===== config.mk =====
export PLATFORM = sky130hd
export DESIGN_NAME = lu_word_driver
export DESIGN_NICKNAME = d
export VERILOG_FILES = /design/src/rtl/lu_word_driver.sv
export SDC_FILE = /design/constraint.sdc
export NUM_CORES = 1
export LEC_CHECK = 0
export BUFFER_PORTS_ARGS = -buffer_cell sky130_fd_sc_hd__buf_2
export CORE_ASPECT_RATIO = 0.8
export CORE_MARGIN = 8
export CORE_UTILIZATION = 50
export CTS_CLUSTER_DIAMETER = 200
export CTS_CLUSTER_SIZE = 20
export DETAILED_ROUTE_END_ITERATION = 8
export GPL_TIMING_DRIVEN = 0
export PLACE_DENSITY = 0.79
export SLEW_MARGIN = 40
export SYNTH_ARGS = -nofsm -noshare
export SYNTH_HDL_FRONTEND = slang
export SYNTH_SLANG_ARGS = --single-unit

===== constraint.sdc =====
create_clock -name clk -period 2.8 [get_ports clk]
set_input_delay 0.28 -clock clk [delete_from_list [all_inputs] [get_ports clk]]
set_output_delay 0.28 -clock clk [all_outputs]
set_load 0.02 [all_outputs]

===== src/rtl/lu_word_driver.sv =====
// Word-serial driver for a combinational 1-bit logic unit: accepts an operand pair and opcode,
// walks the bits LSB first over lu_a/lu_b/lu_s, and returns the collected result word.
// Optional build macro: LU_OP3_BYPASS_EN (opcode 3 completes immediately with a zero result).
module lu_word_driver #(
  parameter int unsigned WIDTH = 8
) (
  input  logic             clk,
  input  logic             rst,
  input  logic             in_valid,
  output logic             in_ready,
  input  logic [WIDTH-1:0] in_a,
  input  logic [WIDTH-1:0] in_b,
  input  logic [1:0]       in_op,
  output logic             lu_a,
  output logic             lu_b,
  output logic [1:0]       lu_s,
  input  logic             lu_y,
  output logic             out_valid,
  input  logic             out_ready,
  output logic [WIDTH-1:0] out_y
);

  localparam int unsigned CW = (WIDTH > 1) ? $clog2(WIDTH) : 1;
  localparam logic [CW-1:0] LAST = CW'(WIDTH - 1);

  typedef enum logic [1:0] {IDLE, RUN, DONE} state_e;

  state_e           state_q, state_d;
  logic [CW-1:0]    cnt_q, cnt_d;
  logic [WIDTH-1:0] a_q, a_d;
  logic [WIDTH-1:0] b_q, b_d;
  logic [1:0]       op_q, op_d;
  logic [WIDTH-1:0] res_q, res_d;
  logic [WIDTH-1:0] out_y_q, out_y_d;
  logic             out_valid_q, out_valid_d;
  logic             in_ready_q, in_ready_d;
  logic             lu_a_q, lu_a_d;
  logic             lu_b_q, lu_b_d;
  logic [1:0]       lu_s_q, lu_s_d;

  // Next-state and output decode; LU pins are loaded one edge ahead of the bit being sampled.
  always_comb begin
    state_d     = state_q;
    cnt_d       = cnt_q;
    a_d         = a_q;
    b_d         = b_q;
    op_d        = op_q;
    res_d       = res_q;
    out_y_d     = out_y_q;
    out_valid_d = out_valid_q;
    in_ready_d  = in_ready_q;
    lu_a_d      = lu_a_q;
    lu_b_d      = lu_b_q;
    lu_s_d      = lu_s_q;
    case (state_q)
      IDLE: begin
        in_ready_d = 1'b1;
        if (in_valid && in_ready_q) begin
          a_d        = in_a;
          b_d        = in_b;
          op_d       = in_op;
          cnt_d      = '0;
          in_ready_d = 1'b0;
          state_d    = RUN;
          lu_a_d     = in_a[0];
          lu_b_d     = in_b[0];
          lu_s_d     = in_op;
`ifdef LU_OP3_BYPASS_EN
          if (in_op == 2'b11) begin
            state_d = DONE;
            out_y_d = '0;
            lu_a_d  = 1'b0;
            lu_b_d  = 1'b0;
            lu_s_d  = 2'b00;
          end
`endif
        end
      end
      RUN: begin
        res_d[cnt_q] = lu_y;
        if (cnt_q == LAST) begin
          state_d = DONE;
          out_y_d = res_d;
          lu_a_d  = 1'b0;
          lu_b_d  = 1'b0;
          lu_s_d  = 2'b00;
        end else begin
          cnt_d  = cnt_q + CW'(1);
          lu_a_d = a_q[cnt_d];
          lu_b_d = b_q[cnt_d];
          lu_s_d = op_q;
        end
      end
      DONE: begin
        out_valid_d = 1'b1;
        if (out_valid_q && out_ready) begin
          out_valid_d = 1'b0;
          in_ready_d  = 1'b1;
          state_d     = IDLE;
        end
      end
      default: state_d = IDLE;
    endcase
  end

  always_ff @(posedge clk) begin
    if (rst) begin
      state_q     <= IDLE;
      cnt_q       <= '0;
      a_q         <= '0;
      b_q         <= '0;
      op_q        <= 2'b00;
      res_q       <= '0;
      out_y_q     <= '0;
      out_valid_q <= 1'b0;
      in_ready_q  <= 1'b1;
      lu_a_q      <= 1'b0;
      lu_b_q      <= 1'b0;
      lu_s_q      <= 2'b00;
    end else begin
      state_q     <= state_d;
      cnt_q       <= cnt_d;
      a_q         <= a_d;
      b_q         <= b_d;
      op_q        <= op_d;
      res_q       <= res_d;
      out_y_q     <= out_y_d;
      out_valid_q <= out_valid_d;
      in_ready_q  <= in_ready_d;
      lu_a_q      <= lu_a_d;
      lu_b_q      <= lu_b_d;
      lu_s_q      <= lu_s_d;
    end
  end

  assign in_ready  = in_ready_q;
  assign out_valid = out_valid_q;
  assign out_y     = out_y_q;
  assign lu_a      = lu_a_q;
  assign lu_b      = lu_b_q;
  assign lu_s      = lu_s_q;

endmodule


==> results.txt <==
CTS tree: done
DP Worst Slack: 890 ps
Routed Wire Length: 4.50 mm
Dpl hpwl: 3.30 mm
WL met3: 215 um
Hold Fails Final Rpt: 0
Longest Clk Path Bufs: 2
Worst Reg2Reg Path Length in Cells: 5
Fill count: 346
R2R setup slack: 860 ps
Cells along the critical path: ha_1, buf_2, mux2_2, o311ai_1, o221ai_1
Outcome: completed
Cells on Worst Hold Path: 3
WHS Endpoint: b_q[2]
Post-synth cell types: 31
Final worst path period need: 1940 ps
Final Non-Filler Cells: 329
Global-route wire length before repair: 7.20 mm
CP max-delay cell: dfxtp_1
Row count: 20
Core box area: 3800 um^2
VDD IR max: 0.323 mV
Die ar.: 6230 um^2
Initial core utilization: 52.0%
Post-Place Cells: 321
Vias in the first global route: 1,585
Worst r2r src: cnt_q[0]
Mapped Area: 1980 um^2
Max_cap viols: 0
Final GP Congestion: 0.791
# H-tree levels: 2
Peak Freq: 0.514 GHz
Clk_skew: 3.24 ps
Sink Count: 45
Initial antenna violation count: 0
Layout Utilization: 61.4%
Area grow syn2layout: 18.2%
Clk slew on worst S/H paths: 80 ps
DR vias: 1,729
Synth warn: 0
Setup ws final: 856 ps
Post_cts resized: 0
Startpoint types: flop
Largest net degree at the start of global routing: 14
Slowest Stage Delay on Critical Path: 390 ps
#FFs+latches synth: 45
Final max-slew violation count: 0
Die H: 72.2 um
Ports: 37
Drt pass-1 iters: 4
Total GRT Usage: 14.5%
Layout cells sized above 1: 21.5%
FF-to-FF End: lu_b
Met1 WL: 2.34 mm
Synth Area per Inst: 8.56 um^2
Post-CTS Setup Bufs: 0
Antenna Diode Count: 0
Sum Neg Setup Slack: 0 ps
Top Layer Used: met4
Synth Net Count: 256
RSZ-0062 raised after global routing: no
Critical hold path startpoint: in_b[2]
Crit path max fanout: 9
Clk_lat worst skew: 290 ps
Cell leakage power: 0.940 nW
Endpoints failing setup: 0
Cts hold-fix bufs: 0
Syn Inst Count: 231
PD cells: 605 nW/um^2
Initial drt markers: 63
Rel. slew slack: 67.2%
DR WL/cell: 13.7 um
Die width: 86.3 um
Met2 wire length: 1.88 mm
Grt total ovfl: 0
Critical Path RT: 2960 ps
Crit. End Element: flop
Worst Path Arrival: 2100 ps
Type of the tightest min-delay check: input pin to flop
TritonCTS Buffers: 5
Clock root buffer: clkbuf_8
Design Power: 1.41 mW
Final nets: 298
Post-route ant nets: 0
Port bufs: 35
Measured slew at the worst slew-check pin: 492 ps
DRC viols: 0
Final period utilization: 69.4%
Setup CP Type: flop to flop
Register area share after synthesis: 45.6%
Vias per cell: 5.26
[worst max-delay path by stage]
stage,start,to,slack [ps],depth (start not counted)
finish,cnt_q[0],lu_b,860,5
global route,cnt_q[0],lu_a,760,5
CTS,cnt_q[0],lu_a,870,5
detailed placement,cnt_q[0],lu_a,890,5
global placement,cnt_q[0],lu_a,890,5
floorplan,cnt_q[0],lu_b,1140,6
[sequential cells by signal (all words and copies together) (netlist names)]
name and flops:
state_q 2, cnt_q 3, a_q 8, lu_s 2
b_q 8, lu_a 1, res_q 8, op_q 2
out_valid 1, lu_b 1, in_ready 1, out_y 8
[area by class of cell]
| class | instances | area (um^2) | area share (%) |
|---|---|---|---|
| Timing Repair Buffer | 35 | 175 | 7.49 |
| Inverter | 1 | 3.75 | 0.161 |
| Multi-Input combinational cell | 165 | 965 | 41.3 |
| Sequential cell | 45 | 901 | 38.5 |
| Buffer | 20 | 108 | 4.60 |
| Tap cell | 55 | 68.8 | 2.94 |
| Clock buffer | 7 | 86.3 | 3.69 |
| Clock inverter | 1 | 30.0 | 1.28 |
[report_power, final]
part           switching, mW  internal [mW]
Clock                  0.214          0.291
Combinational          0.122         0.0833
Sequential            0.0248          0.679
Total                  0.360           1.05
[kinds of logic after synthesis]
group           count (synthesis)  synth area share, %
mux                            16                 8.23
compound gates                 56                 18.4
fa+ha+maj                       2                 1.27
buf+inv                        21                 5.63
flops                          45                 45.6
simple gates                   91                 20.9
[cells in the final DEF (no fill, tap or decap), drive strengths merged, types with 3 or more instances in the layout]
cell type,synthesis,layout
a211oi,20,20
a21oi,24,24
a22oi,4,4
and2,3,3
buf,13,48
clkbuf,7,14
dfxtp,45,45
mux2i,14,14
nand2,45,45
nand2b,3,3
nand3,3,3
nand3b,3,3
nor2,23,23
nor3b,3,3
[metrics by stage]
step	hold slack (ps)	instance area [um^2]
2_1_floorplan	416	1980
3_3_place_gp	442	2220
3_5_place_dp	447	2220
4_1_cts	211	2340
5_1_grt	216	2340
6_report	215	2340
[cells in the mapped netlist]
master | n | share of area, %
a22oi_1 | 4 | 1.5
and2b_1 | 1 | 0.38
buf_4 | 2 | 0.76
dfxtp_1 | 45 | 46
o21ai_0 | 2 | 0.51
buf_2 | 8 | 2.0
mux2i_1 | 14 | 7.1
and2_1 | 3 | 0.95
or3b_4 | 1 | 0.57
a21oi_1 | 24 | 6.1
clkbuf_1 | 7 | 1.3
mux2_2 | 2 | 1.1
o311ai_1 | 2 | 0.89
nor3_1 | 1 | 0.25
o221ai_1 | 2 | 0.89
and4bb_2 | 1 | 0.63
inv_1 | 1 | 0.19
a211oi_1 | 20 | 7.6
nand2_1 | 45 | 8.5
a311oi_1 | 2 | 0.89
nor2b_1 | 2 | 0.63
nand3b_1 | 3 | 1.1
buf_1 | 1 | 0.19
ha_1 | 2 | 1.3
nor3b_1 | 3 | 1.1
buf_6 | 2 | 1.1
or3_1 | 1 | 0.32
nand2b_1 | 3 | 0.95
or2_2 | 1 | 0.32
nand3_1 | 3 | 0.76
nor2_1 | 23 | 4.4
[worst max-delay path, delay by kind of cell, from the launching register on]
kind                       cells  cell delay (ps)
buffers and inverters          1              260
adders and majority gates      1              310
DFF                            1              390
muxes                          1              380
AOI/OAI and AO/OA              2              470
[per-layer routing]
layer,vias up,track usage [%]
met4,0,6.86
met3,5,3.72
met5,-,0
li1,889,-
met1,796,19.3
met2,39,21.1
Note: power is estimated with default switching activity, not from simulation.
